[src/rtl/mul_reconstruct_pkg.sv]
// mul_reconstruct_pkg
// Shared constants and types for the shift-add multiplier-accumulator and the
// blocks that sit next to it (divider, top-level calculator datapath).
//   WIDTH_DEFAULT : operand width of the quotient/divisor pair
//   RESULT_W      : width of Q*M+R, one bit wider than the plain product
//   state_t       : multiplier FSM encoding
package mul_reconstruct_pkg;

  localparam int WIDTH_DEFAULT = 16;
  localparam int RESULT_W      = 2 * WIDTH_DEFAULT + 1;

  typedef enum logic [1:0] {
    IDLE = 2'h0,
    CALC = 2'h1,
    ADD  = 2'h2,
    DONE = 2'h3
  } state_t;

endpackage

[src/rtl/mul_reconstruct_step.sv]
// mul_step
// One iteration of the shift-add multiplier: conditionally add the
// multiplicand into the accumulator, then shift {acc, q} right by one with
// the adder carry entering the accumulator MSB.
// Ports:
//   acc_i / acc_o : WIDTH+1 bit accumulator, before / after the step
//   q_i   / q_o   : WIDTH bit multiplier shift register, before / after
//   m_i           : WIDTH bit multiplicand
module mul_step
  import mul_reconstruct_pkg::*;
#(
  parameter int WIDTH = WIDTH_DEFAULT
) (
  input  logic [WIDTH:0]   acc_i,
  input  logic [WIDTH-1:0] q_i,
  input  logic [WIDTH-1:0] m_i,
  output logic [WIDTH:0]   acc_o,
  output logic [WIDTH-1:0] q_o
);

  // The sum is kept one bit wider than the accumulator so the carry out of
  // the add is never lost; it falls into acc_o's MSB after the shift.
  logic [WIDTH+1:0] sum;

  always_comb begin
    sum   = {1'b0, acc_i} + (q_i[0] ? {2'b00, m_i} : '0);
    acc_o = sum[WIDTH+1:1];
    q_o   = {sum[0], q_i[WIDTH-1:1]};
  end

endmodule

[src/rtl/mul_reconstruct.sv]
// mul_reconstruct
// Sequential unsigned shift-add multiplier-accumulator: P = Q*M + R.
// It undoes the divider (quotient * divisor + remainder = dividend) and uses
// the same start/done handshake.
// Ports:
//   clk, rst     : rising-edge clock, asynchronous active-high reset
//   parser_done  : start pulse, operands valid in that cycle
//   Q, M         : WIDTH bit multiplier and multiplicand
//   R            : WIDTH+1 bit addend
//   P            : 2*WIDTH+1 bit result, held until the next ADD
//   mul_done     : one-cycle pulse, P valid from that cycle
//   busy         : high while in CALC or ADD
// Build option:
//   MUL_ZERO_BYPASS_EN : when defined, a start with Q==0 or M==0 skips CALC
//                        and produces P=R two cycles after the start.
module mul_reconstruct
  import mul_reconstruct_pkg::*;
#(
  parameter int WIDTH = WIDTH_DEFAULT
) (
  input  logic               clk,
  input  logic               rst,
  input  logic               parser_done,
  input  logic [WIDTH-1:0]   Q,
  input  logic [WIDTH-1:0]   M,
  input  logic [WIDTH:0]     R,
  output logic [2*WIDTH:0]   P,
  output logic               mul_done,
  output logic               busy
);

  localparam int CNT_W = (WIDTH > 1) ? $clog2(WIDTH) : 1;
  localparam logic [CNT_W-1:0] CNT_LAST = CNT_W'(WIDTH - 1);

  state_t             state_q, state_d;
  logic [CNT_W-1:0]   cnt_q, cnt_d;
  logic [WIDTH:0]     acc_q, acc_d;
  logic [WIDTH-1:0]   q_q, q_d;
  logic [WIDTH-1:0]   m_q, m_d;
  logic [WIDTH:0]     r_q, r_d;
  logic [2*WIDTH:0]   p_q, p_d;

  logic [WIDTH:0]     step_acc;
  logic [WIDTH-1:0]   step_q;
  logic               zero_bypass;

  mul_step #(.WIDTH(WIDTH)) u_step (
    .acc_i (acc_q),
    .q_i   (q_q),
    .m_i   (m_q),
    .acc_o (step_acc),
    .q_o   (step_q)
  );

  // A zero operand makes the product zero, so the iterations can be skipped
  // and only the addend needs to pass through ADD.
`ifdef MUL_ZERO_BYPASS_EN
  assign zero_bypass = (Q == '0) || (M == '0);
`else
  assign zero_bypass = 1'b0;
`endif

  // Next-state and datapath update. Starts are only honoured in IDLE, so a
  // held or repeated parser_done during an operation is simply dropped.
  always_comb begin
    state_d = state_q;
    cnt_d   = cnt_q;
    acc_d   = acc_q;
    q_d     = q_q;
    m_d     = m_q;
    r_d     = r_q;
    p_d     = p_q;

    unique case (state_q)
      IDLE: begin
        if (parser_done) begin
          m_d     = M;
          r_d     = R;
          q_d     = Q;
          acc_d   = '0;
          cnt_d   = '0;
          state_d = CALC;
          if (zero_bypass) begin
            q_d     = '0;
            state_d = ADD;
          end
        end
      end
      CALC: begin
        acc_d = step_acc;
        q_d   = step_q;
        cnt_d = cnt_q + CNT_W'(1);
        if (cnt_q == CNT_LAST) begin
          state_d = ADD;
        end
      end
      ADD: begin
        // The full-width sum reaches exactly 2^(2*WIDTH) at most, which
        // still fits in 2*WIDTH+1 bits.
        p_d     = {acc_q, q_q} + {{WIDTH{1'b0}}, r_q};
        state_d = DONE;
      end
      DONE: begin
        state_d = IDLE;
      end
      default: begin
        state_d = IDLE;
      end
    endcase
  end

  // State and datapath registers; reset abandons any operation in flight.
  always_ff @(posedge clk or posedge rst) begin
    if (rst) begin
      state_q <= IDLE;
      cnt_q   <= '0;
      acc_q   <= '0;
      q_q     <= '0;
      m_q     <= '0;
      r_q     <= '0;
      p_q     <= '0;
    end else begin
      state_q <= state_d;
      cnt_q   <= cnt_d;
      acc_q   <= acc_d;
      q_q     <= q_d;
      m_q     <= m_d;
      r_q     <= r_d;
      p_q     <= p_d;
    end
  end

  assign P        = p_q;
  assign mul_done = (state_q == DONE);
  assign busy     = (state_q == CALC) || (state_q == ADD);

endmodule

[config.mk]
export PLATFORM = sky130hd
export DESIGN_NAME = mul_reconstruct
export DESIGN_NICKNAME = d
export VERILOG_FILES = /design/src/rtl/mul_reconstruct_pkg.sv /design/src/rtl/mul_reconstruct_step.sv /design/src/rtl/mul_reconstruct.sv
export SDC_FILE = /design/constraint.sdc
export NUM_CORES = 1
export LEC_CHECK = 0
export ABC_AREA = 1
export BUFFER_PORTS_ARGS = -buffer_cell sky130_fd_sc_hd__buf_2
export CORE_ASPECT_RATIO = 0.75
export CORE_MARGIN = 10
export CORE_UTILIZATION = 47
export CTS_CLUSTER_SIZE = 20
export DETAILED_ROUTE_END_ITERATION = 10
export HOLD_SLACK_MARGIN = 0.1
export PLACE_DENSITY = 0.78
export SYNTH_ARGS = -nofsm -noshare
export SYNTH_HDL_FRONTEND = slang
export SYNTH_HIERARCHICAL = 1
export SYNTH_SLANG_ARGS = --single-unit
[constraint.sdc]
create_clock -name clk -period 3.43 [get_ports clk]
set_clock_uncertainty 0.05 [all_clocks]
set_input_delay 0.5145 -clock clk [delete_from_list [all_inputs] [get_ports clk]]
set_output_delay 0.5145 -clock clk [all_outputs]
set_load 0.02 [all_outputs]
---- After elaboration in Yosys (flattened, before gate mapping) ----
Cells that the tools add are included.
operators by class
  add/subtract/negate cells ............... 3
  equal/unequal tests ..................... 6
  multiplexer cells ....................... 10
  reductions and logical operators ........ 6
operator list
  kind                   number
  $pmux W17 S2           1
  $add A33 B17 Y33       1
  $mux W16               2
  $pmux W16 S2           1
  $add A17 B18 Y18       1
  $mux W17               1
  $pmux W2 S4            1
  $pmux W4 S2            1
  $reduce_and A2 Y1      3
  $add A4 B1 Y4 const B  1
  $eq A2 B2 Y1 const B   2
  $eq A4 B4 Y1 const B   1
  $mux W2                2
  $mux W4                1
  $ne A2 B2 Y1 const B   2
  $eq A2 B1 Y1 const B   1
  $logic_not A2 Y1       1
  $reduce_bool A2 Y1     1
  $logic_or A1 B1 Y1     1
word-level totals
  register bits ........................... 105
  input port bits ......................... 52
  output and inout port bits .............. 35
  logic and storage cells ................. 32

---- Logic depth before layout (Yosys ltp) ----
Gate-level depths: netlist of run 1.
  depth after elaboration ................. 3
  mapped depth ............................ 18
  depth with buffers taken out ............ 16

---- By module ----
The synthesis of run 1 kept the hierarchy.
by module, submodules not included
  module           instances  cells each  area an instance (µm²)  seq. area each (µm²)
  mul_reconstruct  1          819         5954.5                  2627.5
  mul_step         1          261         1277.5                  0.0

---- Worst setup path after synthesis of run 1 ----
OpenSTA, ideal clock, no wires.
  kind .................................... register to register
  start point ............................. reg q_q[0]
  end point ............................... reg acc_q[13]
  arrival time ............................ 2.088 ns
  path slack .............................. 1.166 ns
  stages on the path, launching flop included .. 18
  path buffers ............................ 2
  period minus slack after synthesis ...... 2.264 ns
  cells stage by stage .................... dfrtp_1 -> clkbuf_1 -> buf_2 -> nand2_1 -> inv_1 -> ha_1 -> inv_1 -> fa_1 -> inv_1 -> nand2_1 -> nand2_1 -> nand3_1 -> nand2_1 -> nand2_1 -> nand3_1 -> nand2_1 -> nand3_1 -> o21ai_0
between the ends
  cells in the longest elaborated chain, start to end .. 3
RTL lines
  what                    line                        text
  start, declared         mul_reconstruct.sv:38       logic [WIDTH-1:0] q_q, q_d;
  start signal, assigned  mul_reconstruct.sv:126      q_q <= q_d;
  $mux W16                mul_reconstruct_step.sv:26  sum = {1'b0, acc_i} + (q_i[0] ? {2'b00, m_i} : '0);
  $add A17 B18 Y18        mul_reconstruct_step.sv:26
  net step_acc[13]        mul_reconstruct.sv:43       logic [WIDTH:0] step_acc;
  $pmux W17 S2            mul_reconstruct.sv:74       unique case (state_q)
  end signal, assigned    mul_reconstruct.sv:117      acc_q <= '0;
  end signal, assigned    mul_reconstruct.sv:125      acc_q <= acc_d;
  end, declared           mul_reconstruct.sv:37       logic [WIDTH:0] acc_q, acc_d;
The timed path passes the listed nets, and every way through them passes these cells.
A chain may end at the register's enable or synchronous reset.

---- Worst setup path in the final report of run 1 ----
  start point ............................. reg q_q[0]
  end point ............................... reg acc_q[11]
The elaborated chain is that of the path after synthesis.

==> results of run 1 <==
## cells in the mapped netlist
cell,number
and2_1,4
ha_1,38
o21ai_0,61
buf_1,5
xor2_1,6
dfrtp_1,105
nor3_4,3
fa_1,2
nand3_1,70
nand2_1,447
or2_1,4
clkbuf_1,11
nor3_1,8
buf_4,15
o22ai_1,1
o21ai_1,9
a21oi_1,23
nand3b_1,3
nor3_2,5
clkbuf_4,1
nor2_1,37
nand2_2,18
buf_2,10
nor2_4,2
a21oi_4,1
inv_1,164
inv_2,7
xnor2_1,15
nor2_2,3
nand4_1,2
## sequential cells by signal, indices dropped and copies added (netlist names)
register and flops:
P 33, cnt_q 4, q_q 16, r_q 17, acc_q 17, state_q 2
m_q 16
## through the flow
step	std cells	hold WS (ns)	utilization [%]
after floorplan	1080	0.399	-
after global placement	1336	0.402	51.1
after detailed placement	1336	0.404	51.1
after CTS	1352	0.159	52.9
after global routing	1352	0.177	52.9
final	1352	0.138	52.9
## cell type report
cell class                 count  area (um^2)  share of cell area (%)
clock buffer                  12          236                    2.95
clock inverter                 4         28.8                   0.359
inverter                     171          644                    8.03
multi-input combinational    762         3730                    46.5
sequential                   105         2630                    32.8
tap                          205          256                    3.20
timing repair buffer          93          495                    6.18
## logic make-up (layout without fill, tap and decap cells)
| kind of cell | count (synthesis) | count (layout) | share of synthesized area [%] |
|---|---|---|---|
| AND/OR/NAND/NOR | 606 | 606 | 35.2 |
| XOR/XNOR | 21 | 21 | 2.54 |
| adder cells (fa/ha/maj) | 40 | 40 | 7.13 |
| AO/OA/AOI/OAI | 95 | 95 | 6.75 |
| buffers and inverters | 213 | 280 | 12.1 |
| flip-flops | 105 | 105 | 36.3 |
## worst max-delay path by stage
| stage | startpoint | endpoint | slack [ns] | cells past startpoint |
|---|---|---|---|---|
| 2_1_floorplan | rst | P[0] | 0.10 | 1 |
| 6_report | q_q[0] | acc_q[11] | 0.88 | 16 |
| 4_1_cts | q_q[0] | acc_q[11] | 0.92 | 16 |
| 5_1_grt | q_q[0] | acc_q[9] | 0.61 | 16 |
| 3_3_place_gp | q_q[0] | acc_q[15] | 1.03 | 15 |
| 3_5_place_dp | q_q[0] | acc_q[11] | 0.93 | 16 |
## placed cells by master (no fill, tap or decap), drive strengths merged
cell,netlist,routed
inv,171,172
nand2,465,465
o22ai,1,1
clkinv,0,1
nor2,42,42
nor3,16,16
dfrtp,105,105
nand3,70,70
or2,4,4
ha,38,38
nand3b,3,3
o21ai,70,70
and2,4,4
clkinvlp,0,2
a21oi,24,24
clkbuf,12,12
xnor2,15,15
nand4,2,2
xor2,6,6
fa,2,2
buf,30,93
## report_power, final
group	total (mW)	leakage, nW	internal (mW)	switching [mW]
registers	2.23	1.34	1.77	0.461
clock network	0.955	0.123	0.495	0.460
logic	4.05	3.29	1.39	2.66
## layer usage
metal  wire length, um  GRT usage, %  share of wire, %
met1             10100          29.2                54
met2              7020          24.2                37
met3              1530          3.88               8.2
met4               128          3.23              0.68
met5                 0             0                 0
## critical path, cell delays in order (launching register included)
cell,delay [ns]
dfrtp_1,0.72
nand2_1,0.12
inv_1,0.09
ha_1,0.17
inv_1,0.06
fa_1,0.40
inv_1,0.07
nand2_1,0.04
nand2_1,0.09
nand3_1,0.07
nand2_1,0.14
nand2_1,0.10
nand2_1,0.08
nand2_1,0.06
nand2_1,0.05
nand3_1,0.07
o21ai_0,0.10
==> results.ini, run 1 <==
[outcome]
outcome=finished clean

[logic_synthesis]
syn-instance-count=1080
synth.cell_area_um2=7230
ys_seq_elements=105
syn-num-nets=1172
yosysTopAreaCell=dfrtp_1
synth_warnings=6
synth_top_cells_by_area=dfrtp_1, nand2_1, inv_1
synth_area_per_cell_um2=6.70
ys_types=30
synth_top_area_share_pct=36.3
ys_seq_area_share_pct=36.3

[timing]
tightest_slew_ns=0.688
slew_viol_final=0
layout_setup_ws_ns=0.884
max_freq_mhz=393
setup_tns_ns=0
hold_viol=0
fin_crit_sh_pct=74.2
period_needed_ns=2.55
rsz0062_at_grt=no
slew-limit-headroom_pct=54.1
setup_violations=0

[critical_path]
cp_data_required_time_ns=3.66
endpoint_kind=register
reg2reg_to=acc_q[11]
timing.rr.start=q_q[0]
cp.arrival_ns=2.78
reg2reg_depth=16
r2r_setup_slack_ns=0.88
worstSetupPathType=reg -> reg
crit_path_max_fanout=18
startpoint_type=register

[global_routing]
antenna_found_initial=0
globalRouteTotalUtil_pct=18.3
first_global_vias=6167
grt_max_degree=68
grt-ovfl-total=0
grt_first_pass_wirelength_mm=31.1

[floorplan]
die_h_um=127
die_area_um2=20800
initial_core_util_pct=47.7
ios=87
fp.dieW_um=163
rows=39
coreArea_um2=15200

[detailed_routing]
drc=0
drt_iter0_markers=575
firstDrtPassIters=8
wl_per_cell_um=13.9
viasPerCell=4.93
num_vias=6667
ant_nets=0
totalWireLength_mm=18.7

[clocking]
cts.repair.resized=0
cts_hold_buf=0
cts_tree=yes
cts_num_sinks=105
numCtsBuffers=9
clkTransAtPathRegs_ns=0.07
h-tree-depth=3
clock_path_buffers=2
post-cts-setup-buffers=0
insertion_delay_ns=0.36
cts_root_buf=clkbuf_16

[pwr]
peakVddDrop_v=0.000574
leakage_nw=4.75
total_power_mw=7.23
power.density_nw_per_um2=902

[place]
placed_area_um2=7760
globalplace.congestion=0.942
portBuffers=86
hpwl_mm=15.0
post-place-ws_ns=0.934

[run]
max_cap_viol_count=0

[hold_path]
hold_class=in -> async

[cells_and_area]
drive_above_1_share_pct=12.7
area_growth_pct=10.9
num_antenna_cells=0
n_fill_cell=1537
final_nets=1234
final_area_um2=8020

(Power assumes the default switching activity.)
==> run 2: changes to the inputs <==
--- a/config.mk
+++ b/config.mk
@@ -13,7 +13,7 @@
 export CTS_CLUSTER_SIZE = 20
 export DETAILED_ROUTE_END_ITERATION = 10
 export HOLD_SLACK_MARGIN = 0.1
-export PLACE_DENSITY = 0.78
+export PLACE_DENSITY = 0.76
 export SYNTH_ARGS = -nofsm -noshare
 export SYNTH_HDL_FRONTEND = slang
 export SYNTH_HIERARCHICAL = 1
==> constraint.sdc (replaced) <==
create_clock -name clk -period 2.6 [get_ports clk]
set_clock_uncertainty 0.05 [all_clocks]
set_input_delay 0.39 -clock clk [delete_from_list [all_inputs] [get_ports clk]]
set_output_delay 0.39 -clock clk [all_outputs]
set_load 0.02 [all_outputs]
==> run 2 against run 1 <==
  * Register-to-register slack worse by 0.49 ns
  * Setup slack got worse by 0.49 ns
  * Critical path depth shrank 2
  * Final cell count is 0.15% higher
  * Via count up 0.15%
  * Highest routed layer unchanged
  * Hold slack got worse by 0.0056 ns
==> results.ini, run 2 (synthesis results as in run 1) <==
[outcome]
outcome=finished clean

[place]
globalplace.congestion=0.957
portBuffers=86
dp.cells=1338
hpwl_mm=14.7

[pwr]
peakVddDrop_v=0.000896
p_int_mw=4.95
total_power_mw=9.69
p_switching_mw=4.74
pwr-share-clk_pct=14.7
power.density_nw_per_um2=1200
p_comb_share_pct=55.4
pwr-share-seq_pct=29.9
swShare_pct=48.9
leakage_nw=4.78

[floorplan]
coreArea_um2=15200
die_area_um2=20800
rows=39
fp.dieW_um=163
initial_core_util_pct=47.7
ios=87
die_h_um=127

[clocking]
clock_path_buffers=2
cts_root_buf=clkbuf_16
cts_tree=yes
insertion_delay_ns=0.35
clkTransAtPathRegs_ns=0.07
cts_hold_buf=0
cts_num_sinks=105
numCtsBuffers=9
cts.repair.resized=0
h-tree-depth=3
post-cts-setup-buffers=0

[detailed_routing]
drt_iter0_markers=562
totalWireLength_mm=18.9
drc=0
ant_nets=0
firstDrtPassIters=6
num_vias=6677
wl_per_cell_um=13.9
viasPerCell=4.93

[cells_and_area]
n_fill_cell=1462
layout_commonest_cell=nand2_1
final_nets=1236
fin_cells=1354
area_growth_pct=11.7
layout_common_cells=nand2_1, inv_1, dfrtp_1, buf_2, nand3_1
num_antenna_cells=0
drive_above_1_share_pct=13.1
largest_reg_flops=33

[timing]
tightest_slew_ns=0.559
whs_ns=0.132
fin_crit_sh_pct=84.9
slew-limit-headroom_pct=62.7
rsz0062_at_grt=no
setup_tns_ns=0
max_freq_mhz=453
hold_viol=0
setup_violations=0
period_needed_ns=2.21
slew_viol_final=0

[global_routing]
first_global_vias=6217
grt-ovfl-total=0
antenna_found_initial=0
grt_max_degree=106
grt_first_pass_wirelength_mm=31.6
globalRouteTotalUtil_pct=18.5

[critical_path]
startpoint=q_q[0]
startpoint_type=register
crit_path_max_fanout=14
slowest_stage=dfrtp_1
crit_chain=buf_4, nand2_1, inv_1, ha_1, nand2_1, inv_1, nand2_1, nand2_1, a21oi_1, nand2_1, nand2_1, nand2_1, nand3_1, o21ai_0
timing.rr.start=q_q[0]
cpLargestDelayFamily=simple AND/OR/NAND/NOR gates
path_buf_inv=3
cp.arrival_ns=2.38
crit_top_cell=nand2_1
worstSetupPathType=reg -> reg
endpoint_kind=register
cp_data_required_time_ns=2.77
max_stage_delay_ns=0.43

[hold_path]
hold_class=in -> async

[run]
max_cap_viol_count=0

[run 2: worst register-to-register path, stage by stage, from the launching register on]
cell,delay (ns)
dfrtp_1,0.43
buf_4,0.20
nand2_1,0.07
inv_1,0.05
ha_1,0.36
nand2_1,0.21
inv_1,0.07
nand2_1,0.07
nand2_1,0.05
a21oi_1,0.19
nand2_1,0.08
nand2_1,0.06
nand2_1,0.06
nand3_1,0.07
o21ai_0,0.08
[run 2: power groups by stage]
stage | sequential, mW | clock, mW | combinational, mW
6_report | 2.90 | 1.42 | 5.37
5_1_grt | 2.98 | 1.52 | 6.12
3_3_place_gp | 2.90 | 0 | 5.22
3_5_place_dp | 2.91 | 0 | 5.30
2_1_floorplan | 2.98 | 0 | 3.91
4_1_cts | 2.89 | 1.44 | 5.35
[run 2: area by class of cell]
| class | count | area [um^2] | share of cell area [%] |
|---|---|---|---|
| inverters | 171 | 646 | 7.99 |
| well taps | 205 | 256 | 3.18 |
| flip-flops and latches | 105 | 2630 | 32.5 |
| multi-input cells | 762 | 3730 | 46.2 |
| clock inverters | 5 | 61.3 | 0.759 |
| repair buffers | 95 | 510 | 6.32 |
| clock buffers | 11 | 243 | 3.01 |
[run 2: stage by stage]
step                area (um^2)  worst slack (ns)  utilization (%)
floorplan                  7240             0.336                -
global placement           7770             0.501             51.2
detailed placement         7770             0.465             51.2
CTS                        8080             0.453             53.2
global route               8080             0.212             53.2
finish                     8080             0.392             53.2
[run 2: path summary, 6_finish.rpt]
check | slack (ns) | cells after the start | to
worst max-delay path | 0.39 | 14 | acc_q[13]
worst min-delay path | 0.13 | 3 | P[6]
worst max register to register | 0.39 | 14 | acc_q[13]
worst min register to register | 0.43 | 2 | P[7]
max in group asynchronous | 1.94 | 3 | state_q[0]
min in group clk | 0.17 | 3 | m_q[7]
[run 2: layer usage]
layer	GRT usage (%)	vias to the layer above	part of all wire [%]
li1	-	3430	-
met5	0	-	0
met2	24.8	251	37
met4	2.91	0	0.79
met3	4.59	13	9.3
met1	29.1	2983	53
==> run 3: changes to the inputs <==
==> constraint.sdc (replaced) <==
create_clock -name clk -period 2.3 [get_ports clk]
set_clock_uncertainty 0.05 [all_clocks]
set_input_delay 0.345 -clock clk [delete_from_list [all_inputs] [get_ports clk]]
set_output_delay 0.345 -clock clk [all_outputs]
set_load 0.02 [all_outputs]
==> run 3 against run 2 <==
  * Clock power grew 15%
  * Total power grew 14%
  * Maximum frequency grew 2.5%
  * Wire length grew 2.1%
  * First-iteration DRC count shrank 2.1%
  * Global-route usage grew 0.077 points
  * Setup slack lost 0.25 ns
  * Largest cell class unchanged
==> results.ini, run 3 (synthesis results as in run 1) <==
[floorplan]
die_area_um2=20800
fp.dieW_um=163
rows=39
die_h_um=127
initial_core_util_pct=47.7
coreArea_um2=15200
ios=87

[critical_path]
crit_chain=buf_6, nand2_1, inv_1, ha_1, nand2_1, inv_1, nand2_1, nor3_1, nand2_1, nand2_1, nand2_1, nand2_1, nand3_1, o21ai_0
r2r_setup_slack_ns=0.14
endpoint_kind=register
crit_path_max_fanout=14
endpoint=acc_q[14]
timing.rr.start=q_q[0]
cp_data_required_time_ns=2.52
cp.arrival_ns=2.38
max_stage_delay_ns=0.45
startpoint_type=register
slowest_stage=dfrtp_2
startpoint=q_q[0]
crit_top_cell=nand2_1
worstSetupPathType=reg -> reg
reg2reg_to=acc_q[14]
reg2reg_depth=14

[global_routing]
grt-ovfl-total=0
antenna_found_initial=0
first_global_vias=6186
globalRouteTotalUtil_pct=18.6
grt_max_degree=50
grt_first_pass_wirelength_mm=31.5

[timing]
setup_tns_ns=0
setup_violations=0
tightest_slew_ns=0.630
slew_viol_final=0
period_needed_ns=2.16
fin_crit_sh_pct=93.7
max_freq_mhz=464
rsz0062_at_grt=no
layout_setup_ws_ns=0.145
slew-limit-headroom_pct=58.0
whs_ns=0.129
hold_viol=0

[clocking]
clkTransAtPathRegs_ns=0.07
post-cts-setup-buffers=0
cts_tree=yes
cts_num_sinks=105
clock_path_buffers=2
h-tree-depth=3
cts_root_buf=clkbuf_16
numCtsBuffers=9
insertion_delay_ns=0.35

[place]
placed_area_um2=7790
portBuffers=86
hpwl_mm=15.3
globalplace.congestion=0.948
dp.cells=1340
post-place-ws_ns=0.131

[cells_and_area]
largest_reg_flops=33
multiInputGateArea_um2=3750
final_nets=1239
drive_above_1_share_pct=13.9
n_fill_cell=1473
num_antenna_cells=0
post-route-util_pct=53.6
seqCellArea_um2=2630
layout_commonest_cell=nand2_1
area_growth_pct=12.5
layout_common_cells=nand2_1, inv_1, dfrtp_1, buf_2, nand3_1
fin_cells=1357
final_area_um2=8130

[detailed_routing]
wl_per_cell_um=14.2
drt_iter0_markers=550
totalWireLength_mm=19.3
viasPerCell=5.00
ant_nets=0
firstDrtPassIters=7
num_vias=6788
drc=0

[pwr]
power.density_nw_per_um2=1360
peakVddDrop_v=0.000873
leakage_nw=4.80
total_power_mw=11.0

[outcome]
outcome=finished clean

[hold_path]
hold_class=in -> reg

[run]
max_cap_viol_count=0

run 3: critical path: cells and delay by family (launching register included):
kind,cells,cell delay (ns)
AO/OA/AOI/OAI,1,0.10
adder cells (fa/ha/maj),1,0.38
AND/OR/NAND/NOR,9,0.79
flip-flops,1,0.45
buffers and inverters,3,0.33
run 3: cell type report:
cell class | instances | area share [%]
clock buffers | 11 | 3.11
clock inverters | 5 | 0.754
inverters | 171 | 7.94
multi-input cells | 762 | 46.1
flip-flops and latches | 105 | 32.3
well taps | 205 | 3.15
repair buffers | 98 | 6.63
run 3: how the worst min path moves through the flow:
stage | startpoint | end | cells past startpoint
floorplan | m_q[15] | m_q[15] | 2
global placement | rst | P[4] | 2
detailed placement | rst | P[4] | 2
CTS | M[9] | m_q[9] | 3
global route | M[2] | m_q[2] | 3
finish | M[9] | m_q[9] | 3
run 3: where the power goes:
part	internal, mW	switching (mW)
Combinational	2.09	4.01
Sequential	2.64	0.642
Clock	0.913	0.722
run 3: metal layers:
| layer | part of all wire [%] | global-route usage, % |
|---|---|---|
| met5 | 0 | 0 |
| met3 | 11 | 5.04 |
| met4 | 0.47 | 2.96 |
| met1 | 51 | 29.4 |
| met2 | 38 | 24.4 |
run 3: repair_timing:
action	4_1_cts	5_1_grt
endpoints found under the hold margin	9	0
resized for setup	0	9
hold buffers	1	0
endpoints found under the setup margin	0	12
